$ cat src/rtl/stream_frame_reader.sv
// Stream frame reader: hunts a byte stream for a 32-bit sync word, then packs
// FrameLength payload words (MSB-first) onto a valid/ready word interface.
// Upstream is a pop-style converter whose byte appears one cycle after ReadEnable.
module stream_frame_reader #(
    parameter logic [31:0] SYNC_WORD      = 32'hFF807F00,
    parameter int          TIMEOUT_CYCLES = 1024
) (
    input  logic        Clock,
    input  logic        Reset,
    input  logic [7:0]  DataIn,
    input  logic        DataValid,
    input  logic        DataReadyToSend,
    output logic        ReadEnable,
    input  logic        Arm,
    input  logic [11:0] FrameLength,
    output logic [31:0] WordOut,
    output logic        WordValid,
    input  logic        WordReady,
    output logic [11:0] WordCount,
    output logic        FrameDone,
    output logic        SyncError,
    output logic [3:0]  State
);

    localparam int GW = $clog2(TIMEOUT_CYCLES + 1);

    typedef enum logic [3:0] {
        S_IDLE    = 4'b0001,
        S_HUNT    = 4'b0010,
        S_PAYLOAD = 4'b0100,
        S_DONE    = 4'b1000
    } state_e;

    state_e        state_q;
    // Only the three older window bytes are stored; the newest byte is DataIn itself.
    logic [23:0]   window_q;
    // First three bytes of the word being assembled; the fourth goes straight out.
    logic [23:0]   asm_q;
    logic [1:0]    bcnt_q;
    logic [13:0]   acc_q;      // payload bytes accepted this frame
    logic          re_q;       // a byte requested last cycle is arriving now
    logic [GW-1:0] gap_q;
    logic [11:0]   len_q;
    logic [11:0]   wcount_q;
    logic [31:0]   word_q;
    logic          wvalid_q;
    logic          done_q;
    logic          serr_q;

    logic [31:0]   window_d;
    logic [31:0]   word_d;
    logic          more_bytes;

    assign window_d = {window_q, DataIn};
    assign word_d   = {asm_q, DataIn};

    // Stop requesting once accepted + in-flight bytes cover the whole frame, so
    // nothing past the last payload byte is popped from upstream.
    assign more_bytes = ({1'b0, acc_q} + {14'd0, re_q}) < {1'b0, len_q, 2'b00};

    assign ReadEnable = DataReadyToSend
                      & ((state_q == S_HUNT) | ((state_q == S_PAYLOAD) & more_bytes))
                      & ~(wvalid_q & ~WordReady);

    assign WordOut   = word_q;
    assign WordValid = wvalid_q;
    assign WordCount = wcount_q;
    assign FrameDone = done_q;
    assign SyncError = serr_q;
    assign State     = state_q;

    // Frame FSM with the window, assembly, counters and registered outputs.
    always_ff @(posedge Clock or posedge Reset) begin
        if (Reset) begin
            state_q  <= S_IDLE;
            window_q <= '0;
            asm_q    <= '0;
            bcnt_q   <= '0;
            acc_q    <= '0;
            re_q     <= 1'b0;
            gap_q    <= '0;
            len_q    <= '0;
            wcount_q <= '0;
            word_q   <= '0;
            wvalid_q <= 1'b0;
            done_q   <= 1'b0;
            serr_q   <= 1'b0;
        end else begin
            done_q <= 1'b0;
            serr_q <= 1'b0;
            re_q   <= ReadEnable;
            // Handshake retires the word; a load below in the same cycle wins.
            if (wvalid_q && WordReady) wvalid_q <= 1'b0;

            case (state_q)
                S_IDLE: begin
                    if (Arm) begin
                        state_q  <= S_HUNT;
                        window_q <= '0;
                        wcount_q <= '0;
                    end
                end
                S_HUNT: begin
                    if (DataValid) begin
                        window_q <= window_d[23:0];
                        if (window_d == SYNC_WORD) begin
                            len_q   <= FrameLength;
                            acc_q   <= '0;
                            bcnt_q  <= '0;
                            gap_q   <= '0;
                            state_q <= (FrameLength == 12'd0) ? S_DONE : S_PAYLOAD;
                        end
                    end
                end
                S_PAYLOAD: begin
                    if (DataValid) begin
                        gap_q  <= '0;
                        acc_q  <= acc_q + 14'd1;
                        bcnt_q <= bcnt_q + 2'd1;
                        asm_q  <= {asm_q[15:0], DataIn};
                        if (bcnt_q == 2'd3) begin
                            word_q   <= word_d;
                            wvalid_q <= 1'b1;
                            wcount_q <= wcount_q + 12'd1;
                            if (wcount_q + 12'd1 == len_q) state_q <= S_DONE;
                        end
                    end else if (gap_q == GW'(TIMEOUT_CYCLES - 1)) begin
                        // Timeout drops the partial word; a loaded word stays presented.
                        serr_q  <= 1'b1;
                        bcnt_q  <= '0;
                        asm_q   <= '0;
                        gap_q   <= '0;
                        state_q <= S_IDLE;
                    end else begin
                        gap_q <= gap_q + GW'(1);
                    end
                end
                S_DONE: begin
                    if (!wvalid_q || WordReady) begin
                        done_q  <= 1'b1;
                        state_q <= S_IDLE;
                    end
                end
                default: state_q <= S_IDLE;
            endcase
        end
    end

endmodule

$ cat config.mk
export PLATFORM = sky130hd
export DESIGN_NAME = stream_frame_reader
export DESIGN_NICKNAME = d
export VERILOG_FILES = /design/src/rtl/stream_frame_reader.sv
export SDC_FILE = /design/constraint.sdc
export NUM_CORES = 1
export LEC_CHECK = 0
export BUFFER_PORTS_ARGS = -buffer_cell sky130_fd_sc_hd__buf_2
export CAP_MARGIN = 10
export CORE_ASPECT_RATIO = 2
export CORE_MARGIN = 2
export CORE_UTILIZATION = 45
export DETAILED_ROUTE_END_ITERATION = 7
export HOLD_SLACK_MARGIN = 0.1
export PLACE_DENSITY_LB_ADDON = 0.1
export SLEW_MARGIN = 20
export SYNTH_ARGS = -nofsm -noshare
export SYNTH_HDL_FRONTEND = slang
export SYNTH_SLANG_ARGS = --single-unit
$ cat constraint.sdc
create_clock -name Clock -period 5.3 [get_ports Clock]
set_input_delay 1.06 -clock Clock [delete_from_list [all_inputs] [get_ports Clock]]
set_output_delay 1.06 -clock Clock [all_outputs]
set_load 0.02 [all_outputs]
==> summary.md, run 1 <==
| Metric | Value |
|---|---|
| Status | completed |
| Synth warn | 0 |
| Routed length per instance | 18.5 microns |
| Fill cell count | 1337 |
| Post-synthesis register bit count | 139 |
| Global route hottest layer | met2 |
| CP Max Fanout | 8 |
| Kind of critical path | reg2out |
| Hold-fix buffer count after cts | 0 |
| Clk slew on worst S/H paths | 0.06 ns |
| Clock Skews | 0.00841 ns |
| Multi-input combinational cell area | 2890 sq um |
| Rel. slew slack | 26.2% |
| Grt met3 use | 3.99% |
| CTS tree | yes |
| Post-CTS Resized | 0 |
| Period utilisation layout | 79.0% |
| Register area share after synthesis | 53.3% |
| Power density over the cells | 396 nW/um^2 |
| Routed WL | 16.3 mm |
| Syn avg cell area | 10.8 sq um |
| Slew Limit Fails | 0 |
| Port Buffer Count | 77 |
| Family with the most delay on the worst path | simple AND/OR/NAND/NOR gates |
| Synthesized instance count | 603 |
| Worst EP arrival | 3.13 ns |
| Max frequency | 0.239 GHz |
| Initial antenna violation count | 1 |
| Drt via density | 5.68 |
| Slowest stage cell, crit path | or2_2 |
| Top_reg_cell synth | dfrtp_1 |
| Root buffer cell | clkbuf_16 |
| Worst EP required | 4.24 ns |
| RSZ-0062 raised after global routing | false |
| Vias in the first global route | 4928 |
| Asr flop ratio synth | 100% |
| Largest net degree at the start of global routing | 96 |
| Total negative slack | 0 ns |
| Pre-antenna DRT Iters | 4 |
| Leading area contributor after synthesis | dfrtp_1 |
| Clk sinks | 139 |
| Cell Area, Synth | 6530 sq um |
| Setup-failing EPs final | 0 |
| CTS Buf Count | 17 |
| Die Wd | 89.2 microns |
| Fin cells | 880 |
| Setup Buffers After CTS | 0 |
| RePlAce Congestion | 0.899 |
| Core ar. | 14300 sq um |
| Syn nets | 644 |
| First-pass GRT wire length | 26.1 mm |
| Clock insertion delay at the later pin of the skew report | 0.42 ns |
| Vias | 4996 |
| CP Capture Type | primary output |
| Fin. Hold Viols | 0 |
| Count leader, synth | dfrtp_1 |
| Synth top area cells | dfrtp_1 53%, a22o_1 6.8%, mux2_2 5.5%, o21ai_0 3.8%, ha_1 2.9% |
| Layout cell share with drive strength beyond 1 | 23.1% |
| # DRC | 0 |
| Nature of the critical path startpoint | register |
| Bufs and invs on worst path | 1 |
| Post-synth EDFFs | 0 |
| Leak | 3.85 nW |
| Yosys top cell area share | 52.9% |
| Die Ht | 174 microns |
| Worst Tran Pin Value | 1.10 ns |
| Hold_sp | WordOut[24] |
| Area grow syn2layout | 18.0% |
| Gr ovfl total | 0 |
| Cell variety after synth | 53 |
| DP Wirelength | 11.4 mm |
| Dpl cells | 848 |
| Tot GR Track Use | 22.1% |
| I/O Pins | 78 |
| Antenna viol nets, final | 0 |
| Critical Path Start | acc_q[5] |
| Start of the worst register-to-register path | State[3] |
| Effective utilization at floorplan | 45.7% |
| Max IR drop VDD | 0.000300 V |
| Type of the tightest min-delay check | reg2reg |
| M2 GR Usage | 38.4% |
| Nets | 716 |
| Placement Rows | 62 |
| Critical-path cell list | nand4_1 -> or2_2 -> nor2_1 -> xor2_1 -> ha_1 -> o21a_1 -> o21ai_0 -> a21oi_1 -> o2111ai_1 -> a21oi_1 -> o21ai_0 -> buf_2 |
| CTS Buffer Depth | 2 |
| GR met1 Demand/Resource | 26.1% |
| Die area | 15500 sq um |
| H-tree lvl count | 4 |
| Antenna diodes | 0 |
| Crit path largest cell delay | 0.45 ns |
| Reg area | 3480 sq um |
| Synth top cells by count | 138 x dfrtp_1, 51 x a22o_1, 50 x o21ai_0, 47 x nand2_1, 42 x nor2_1 |
| Minimum clock period | 4.19 ns |
| Max Cap Violations | 0 |
| Detailed Route Iter0 Violations | 209 |
[worst paths after layout]
| kind | endpoint | slack (ns) | depth (start not counted) |
|---|---|---|---|
| max | ReadEnable | 1.11 | 12 |
| min | WordOut[24] | 0.50 | 1 |
| max reg2reg | acc_q[11] | 2.33 | 6 |
| min reg2reg | WordOut[24] | 0.50 | 1 |
| max in group asynchronous | gap_q[5] | 3.35 | 3 |
| min in group asynchronous | WordCount[4] | 0.78 | 2 |
[sequential cells by signal (all words and copies together), names as in the netlist, 2 cells and up]
signal     count
WordCount     12
gap_q         11
len_q         12
bcnt_q         2
State          4
acc_q         14
WordOut       32
asm_q         24
window_q      24
[cell type report]
cell class              instances  share of cell area (%)
inverters                      17                   0.893
repair buffers                 82                    5.49
clock buffers                  20                    6.06
well taps                     192                    3.12
flip-flops and latches        139                    45.2
multi-input cells             418                    37.5
clock inverters                12                    1.74
[report_power, final]
group	switching (mW)	total (mW)	internal [mW]	leakage, nW
logic	0.237	0.437	0.200	1.71
clock network	0.471	1.21	0.734	0.294
registers	0.166	1.40	1.24	1.84
[metal layers]
metal / part of all wire (%) / up-vias
met4: 2.6 / 0
met5: 0 / -
met1: 39 / 2506
met3: 3.4 / 29
li1: - / 2352
met2: 55 / 109
[cell families after synthesis]
family                     after synthesis  synth area share (%)
AOI/OAI and AO/OA                      155                  16.8
xor gates and xnor gates                32                  4.29
adders and majority gates               15                  2.88
buffers and inverters                   46                  2.66
DFF                                    139                  53.3
muxes                                   33                  5.67
and+or+nand+nor                        183                  14.4
[layout by cell type (no fill, tap or decap), types with 5 or more instances in the layout]
cell type and instances:
clkbuf_16 17, mux2_2 32, nor3_1 5, and2_1 6, nor2b_1 5, buf_4 5
ha_1 15, a22o_1 51, o21ai_0 49, dfrtp_1 138, nor2_1 42, nand4_1 10
inv_6 5, and3_1 8, o31ai_1 13, nor4_1 9, inv_1 16, nand2_1 46
a21oi_1 14, xnor2_1 18, nand3_1 21, a31oi_1 5, buf_2 77, xor2_1 14
or4_1 7
[metrics by stage]
stage                     utilization, %  hold WS, ns  instance area [sq um]  power [mW]  setup WS (ns)
after global placement              49.7        0.479                   7090        1.84           1.61
after detailed placement            49.7        0.488                   7090        1.86           1.55
final                               54.0        0.498                   7700        3.05           1.11
after CTS                           53.9        0.501                   7690        3.07           1.11
after floorplan                        -        0.457                   6530        1.69          0.517
after global routing                54.0        0.513                   7700        3.19          0.837
No activity file was read; power rests on OpenSTA's default activity.
==> run 2: changes to the inputs <==
==> constraint.sdc (replaced) <==
create_clock -name Clock -period 3.6 [get_ports Clock]
set_input_delay 0.72 -clock Clock [delete_from_list [all_inputs] [get_ports Clock]]
set_output_delay 0.72 -clock Clock [all_outputs]
set_load 0.02 [all_outputs]
==> summary.md, run 2 (synthesis gave the netlist of run 1 again) <==
| Metric | Value |
|---|---|
| Clock insertion delay at the later pin of the skew report | 0.43 ns (about the same) |
| Period utilisation layout | 95.2% |
| Status | completed |
| Port Buffer Count | 77 (unchanged) |
| M2 GR Usage | 37.4% (-0.93 points) |
| Worst EP arrival | 2.71 ns (-0.42 ns) |
| H-tree lvl count | 4 (unchanged) |
| Global route hottest layer | met2 |
| Layout cell share with drive strength beyond 1 | 26.4% (+3.3 points) |
| Worst EP required | 2.88 ns (-1.36 ns) |
| Power density over the cells | 573 nW/um^2 (+45%) |
| Vias | 5096 (+2.0%) |
| Drt via density | 5.68 (about the same) |
| Dpl cells | 857 (+1.1%) |
| Leak | 3.92 nW (+2.0%) |
| Fill cell count | 1334 (-0.22%) |
| Clk slew on worst S/H paths | 0.07 ns (about the same) |
| # DRC | 0 (unchanged) |
| CP Capture Type | primary output |
| Fin cells | 897 (+1.9%) |
| Area grow syn2layout | 21.1% |
| Type of the tightest min-delay check | in2async |
| Worst Tran Pin Value | 1.05 ns (-0.0499 ns) |
| Effective utilization at floorplan | 45.7% (unchanged) |
| Pre-antenna DRT Iters | 4 (unchanged) |
| Largest net degree at the start of global routing | 55 (-43%) |
| First-pass GRT wire length | 26.2 mm (+0.56%) |
| Design Power | 4.53 mW (+49%) |
| Tot GR Track Use | 22.1% (+0.040 points) |
| Most frequent cells in the layout | 136 x dfrtp_1, 76 x buf_2, 51 x a22o_1 |
| Root buffer cell | clkbuf_16 |
| Clock Skews | 0.0114 ns (+0.00302 ns) |
| Max frequency | 0.292 GHz |
| Detailed Route Iter0 Violations | 352 (+68%) |
| Placement Rows | 62 (unchanged) |
| GR met1 Demand/Resource | 25.7% (-0.40 points) |
| Routed length per instance | 18.3 microns (-1.1%) |
| Nets | 732 (+2.2%) |
| Max Cap Violations | 0 (unchanged) |
| Routed WL | 16.4 mm (+0.86%) |
| Die area | 15500 sq um (unchanged) |
| I/O Pins | 78 (unchanged) |
| RSZ-0062 raised after global routing | false |
| Max reg flops | 32 (unchanged) |
| Rel. slew slack | 29.5% (+3.3 points) |
| Clk sinks | 139 (unchanged) |
| CTS tree | yes |
| Most common cell after layout, fill and taps aside | dfrtp_1 |
| CTS Buf Count | 17 (unchanged) |
| Vias in the first global route | 5101 (+3.5%) |
| Grt met3 use | 5.08% (+1.1 points) |
| RePlAce Congestion | 0.905 (+0.69%) |
| DP Wirelength | 11.6 mm (+1.3%) |
| Slew Limit Fails | 0 (unchanged) |
| Max IR drop VDD | 0.000376 V (+25%) |
| Antenna viol nets, final | 0 (unchanged) |
| Nature of the critical path startpoint | register |
| Initial antenna violation count | 0 (-1) |
| Die Ht | 174 microns (unchanged) |
| Total negative slack | 0 ns (unchanged) |
| Gr ovfl total | 0 (unchanged) |
| Fin. Hold Viols | 0 (unchanged) |
| CTS Buffer Depth | 2 (unchanged) |
| Minimum clock period | 3.43 ns |
| Die Wd | 89.2 microns (unchanged) |
| Setup-failing EPs final | 0 (unchanged) |
| CP Max Fanout | 7 (-1) |
| Core ar. | 14300 sq um (unchanged) |
| Kind of critical path | reg2out |
| Hold-fix buffer count after cts | 0 (unchanged) |
[run 2: cell types whose count changed in the layout (fill, tap and decap cells not counted), sizes merged]
| cell | delta |
|---|---|
| clkinvlp | -1 |
| clkbuf | -3 |
| buf | +16 |
| clkinv | -1 |
| inv | +6 |
| bufinv | -1 |
| diode | +1 |
[run 2: power by group]
| group | internal (mW) | switching [mW] | total (mW) |
|---|---|---|---|
| clock network | 1.01 | 0.798 | 1.81 |
| registers | 1.82 | 0.236 | 2.06 |
| logic | 0.313 | 0.353 | 0.666 |
| total | 3.15 | 1.39 | 4.53 |
[run 2: cell type report]
| type | instances | area [sq um] | share of cell area [%] |
|---|---|---|---|
| clock inverters | 15 | 193 | 2.44 |
| inverters | 17 | 67.6 | 0.855 |
| multi-input cells | 418 | 2920 | 37.0 |
| diodes | 1 | 2.50 | 0.0317 |
| well taps | 192 | 240 | 3.04 |
| repair buffers | 98 | 574 | 7.26 |
| flip-flops and latches | 139 | 3480 | 44.0 |
| clock buffers | 17 | 425 | 5.38 |
[run 2: per-layer routing]
metal / vias up / share of wire [%]
li1: 2388 / -
met1: 2555 / 39
met2: 124 / 55
met3: 29 / 3.7
met4: 0 / 3.1
met5: - / 0
[run 2: final timing paths]
| path | startpoint | to | slack [ns] | depth (start not counted) |
|---|---|---|---|---|
| max in group asynchronous | Reset | acc_q[8] | 2.32 | 3 |
| worst max register to register | WordCount[0] | State[3] | 0.72 | 7 |
| worst min register to register | gap_q[3] | gap_q[3] | 0.49 | 1 |
| worst min-delay path | Reset | WordOut[2] | 0.48 | 2 |
| worst max-delay path | acc_q[2] | ReadEnable | 0.17 | 12 |
| min in group Clock | gap_q[3] | gap_q[3] | 0.49 | 1 |
[run 2: worst max-delay path, cell delays in order (launching register included)]
cell	delay, ns
dfrtp_2	0.42
nand4_1	0.13
or2_4	0.32
nor2_2	0.10
xor2_1	0.08
ha_1	0.29
o21a_1	0.14
o21ai_2	0.06
a21oi_2	0.20
o2111ai_2	0.15
a21oi_1	0.17
o21ai_2	0.10
buf_6	0.13
[run 2: metrics by stage]
stage,hold slack [ns],util (%),area (sq um),setup slack (ns)
6_report,0.480,55.4,7910,0.173
5_1_grt,0.498,55.4,7900,0.00830
4_1_cts,0.482,54.8,7820,0.0704
3_5_place_dp,0.483,50.3,7180,0.326
3_3_place_gp,0.479,50.3,7180,0.330
2_1_floorplan,0.457,-,6530,0.203
[run 2: timing repair]
| item | 4_1_cts | 5_1_grt |
|---|---|---|
| endpoints found under the setup margin | 1 | 1 |
| buffers inserted | 2 | 5 |
| pin swaps | 1 | 8 |
| resized for setup | 5 | 13 |
| endpoints found under the hold margin | 0 | 0 |
==> run 3: changes to the inputs <==
--- a/config.mk
+++ b/config.mk
@@ -7,7 +7,6 @@
 export LEC_CHECK = 0
 export BUFFER_PORTS_ARGS = -buffer_cell sky130_fd_sc_hd__buf_2
 export CAP_MARGIN = 10
-export CORE_ASPECT_RATIO = 2
 export CORE_MARGIN = 2
 export CORE_UTILIZATION = 45
 export DETAILED_ROUTE_END_ITERATION = 7
==> summary.md, run 3 (synthesis gave the netlist of run 1 again) <==
| Metric | Value |
|---|---|
| Rel. slew slack | 26.9% (-2.6 points) |
| Largest net degree at the start of global routing | 83 (+51%) |
| Antenna viol nets, final | 0 (unchanged) |
| Pre-antenna DRT Iters | 5 (+1) |
| Layout cell share with drive strength beyond 1 | 26.0% (-0.43 points) |
| Total negative slack | 0 ns (unchanged) |
| R2R Path End | acc_q[9] |
| Status | completed |
| Worst EP required | 2.88 ns (about the same) |
| Root buffer cell | clkbuf_16 |
| Max frequency | 0.287 GHz (-1.7%) |
| Max reg flops | 32 (unchanged) |
| Most frequent cells in the layout | 135 x dfrtp_1, 76 x buf_2, 51 x a22o_1 |
| Kind of critical path | reg2out |
| Worst Tran Pin Value | 1.09 ns (+0.0393 ns) |
| Leak | 3.95 nW (+0.80%) |
| Dpl cells | 849 (-0.93%) |
| Max IR drop VDD | 0.000311 V (-17%) |
| Die area | 15500 sq um (-0.38%) |
| Nets | 733 (+0.14%) |
| Power density over the cells | 601 nW/um^2 (+4.8%) |
| Reg area | 3480 sq um (about the same) |
| H-tree lvl count | 4 (unchanged) |
| Multi-input combinational cell area | 2900 sq um (-0.77%) |
| Port Buffer Count | 77 (unchanged) |
| Clock insertion delay at the later pin of the skew report | 0.42 ns (about the same) |
| CTS Buffer Depth | 2 (unchanged) |
| CP Capture Type | primary output |
| Initial antenna violation count | 0 (unchanged) |
| Effective utilization at floorplan | 45.4% (-0.30 points) |
| Start of the worst register-to-register path | State[3] |
| CTS Buf Count | 17 (unchanged) |
| Vias in the first global route | 4897 (-4.0%) |
| Area grow syn2layout | 21.6% |
| Max Cap Violations | 0 (unchanged) |
| Tot GR Track Use | 20.0% (-2.1 points) |
| Hold-fix buffer count after cts | 0 (unchanged) |
| Antenna diodes | 0 (-1) |
| CP Max Fanout | 7 (unchanged) |
| Fill cell count | 1227 (-8.0%) |
| First-pass GRT wire length | 25.2 mm (-3.9%) |
| Clk slew on worst S/H paths | 0.06 ns (about the same) |
| Fin area | 7940 sq um (+0.38%) |
| DP Area | 7160 sq um (-0.26%) |
| Clock Skews | 0.00956 ns (-0.00187 ns) |
| I/O Pins | 78 (unchanged) |
| Routed WL | 15.1 mm (-7.9%) |
| Die Wd | 124 microns (+40%) |
| RePlAce Congestion | 0.801 (-12%) |
| Minimum clock period | 3.49 ns (+0.0609 ns) |
| R2R cell count | 5 (-2) |
| Type of the tightest min-delay check | in2async |
| Reg2reg setup slack | 0.79 ns (+0.07 ns) |
| Gr ovfl total | 0 (unchanged) |
| Vias | 5033 (-1.2%) |
| Period utilisation layout | 96.9% (+1.7 points) |
| Placement Rows | 44 (-29%) |
| Die Ht | 124 microns (-29%) |
| Fin cells | 888 (-1.0%) |
| Most common cell after layout, fill and taps aside | dfrtp_1 |
| Detailed Route Iter0 Violations | 387 (+9.9%) |
| Fin. Hold Viols | 0 (unchanged) |
| Drt via density | 5.67 (-0.24%) |
| DP Wirelength | 10.3 mm (-11%) |
| # DRC | 0 (unchanged) |
| Nature of the critical path startpoint | register |
| Worst EP arrival | 2.77 ns (+0.06 ns) |
| Setup-failing EPs final | 0 (unchanged) |
| Slew Limit Fails | 0 (unchanged) |
| CTS tree | yes |
| Routed length per instance | 17.1 microns (-7.0%) |
| Clk sinks | 139 (unchanged) |
| Core ar. | 14400 sq um (+0.67%) |
[run 3: worst max-delay path by stage]
stage                   from          to  slack (ns)  cells past startpoint
floorplan           acc_q[5]  ReadEnable        0.20                     11
global placement    acc_q[2]  ReadEnable        0.33                     11
detailed placement  acc_q[2]  ReadEnable        0.24                     12
CTS                 acc_q[3]  ReadEnable        0.02                     12
global route        acc_q[1]  ReadEnable       -0.05                     11
finish              acc_q[1]  ReadEnable        0.11                     12
[run 3: cell type report]
type	count	share of cell area (%)
clock buffer	19	5.71
inverter	17	0.851
timing repair buffer	99	7.17
tap	184	2.90
clock inverter	12	2.95
multi-input combinational	418	36.5
sequential	139	43.9
[run 3: where the power goes]
group | switching, mW | leakage (nW) | internal [mW] | total (mW)
Sequential | 0.220 | 1.84 | 1.83 | 2.05
Combinational | 0.365 | 1.78 | 0.331 | 0.695
Clock | 0.684 | 0.333 | 1.35 | 2.03
[run 3: layer usage]
layer / share of wire, % / vias up / track usage [%] / wire length (microns)
met4: 1.6 / 0 / 7.01 / 247
met2: 45 / 105 / 30.1 / 6890
met5: 0 / - / 0 / 0
met1: 50 / 2516 / 29.0 / 7520
li1: - / 2393 / - / -
met3: 3.2 / 19 / 3.99 / 485
[run 3: critical path, cell delays in order, from the launching register on]
cell and delay [ns]:
dfrtp_1 0.41, nand4_1 0.14, or2_4 0.31, nor2_1 0.12, xor2_1 0.17, ha_1 0.25, o21a_1 0.18, o21ai_2 0.13
a21oi_2 0.08, o31ai_1 0.08, nand3_1 0.13, o21ai_2 0.20, buf_6 0.14
[run 3: timing repair]
action                                  in CTS  in global routing
endpoints found under the hold margin        0                  0
pin swaps                                    0                  7
gates cloned                                 0                  0
endpoints found under the setup margin       1                  1
buffers inserted                             1                  7
gates resized for setup                      4                  9
[run 3: stage by stage]
stage	util (%)	hold WS [ns]	total power [mW]	setup WS, ns
floorplan	-	0.457	2.49	0.203
global placement	49.8	0.478	2.71	0.329
detailed placement	49.8	0.481	2.73	0.239
CTS	54.7	0.395	4.78	0.0189
global route	55.2	0.424	4.99	-0.0485
finish	55.2	0.378	4.77	0.112
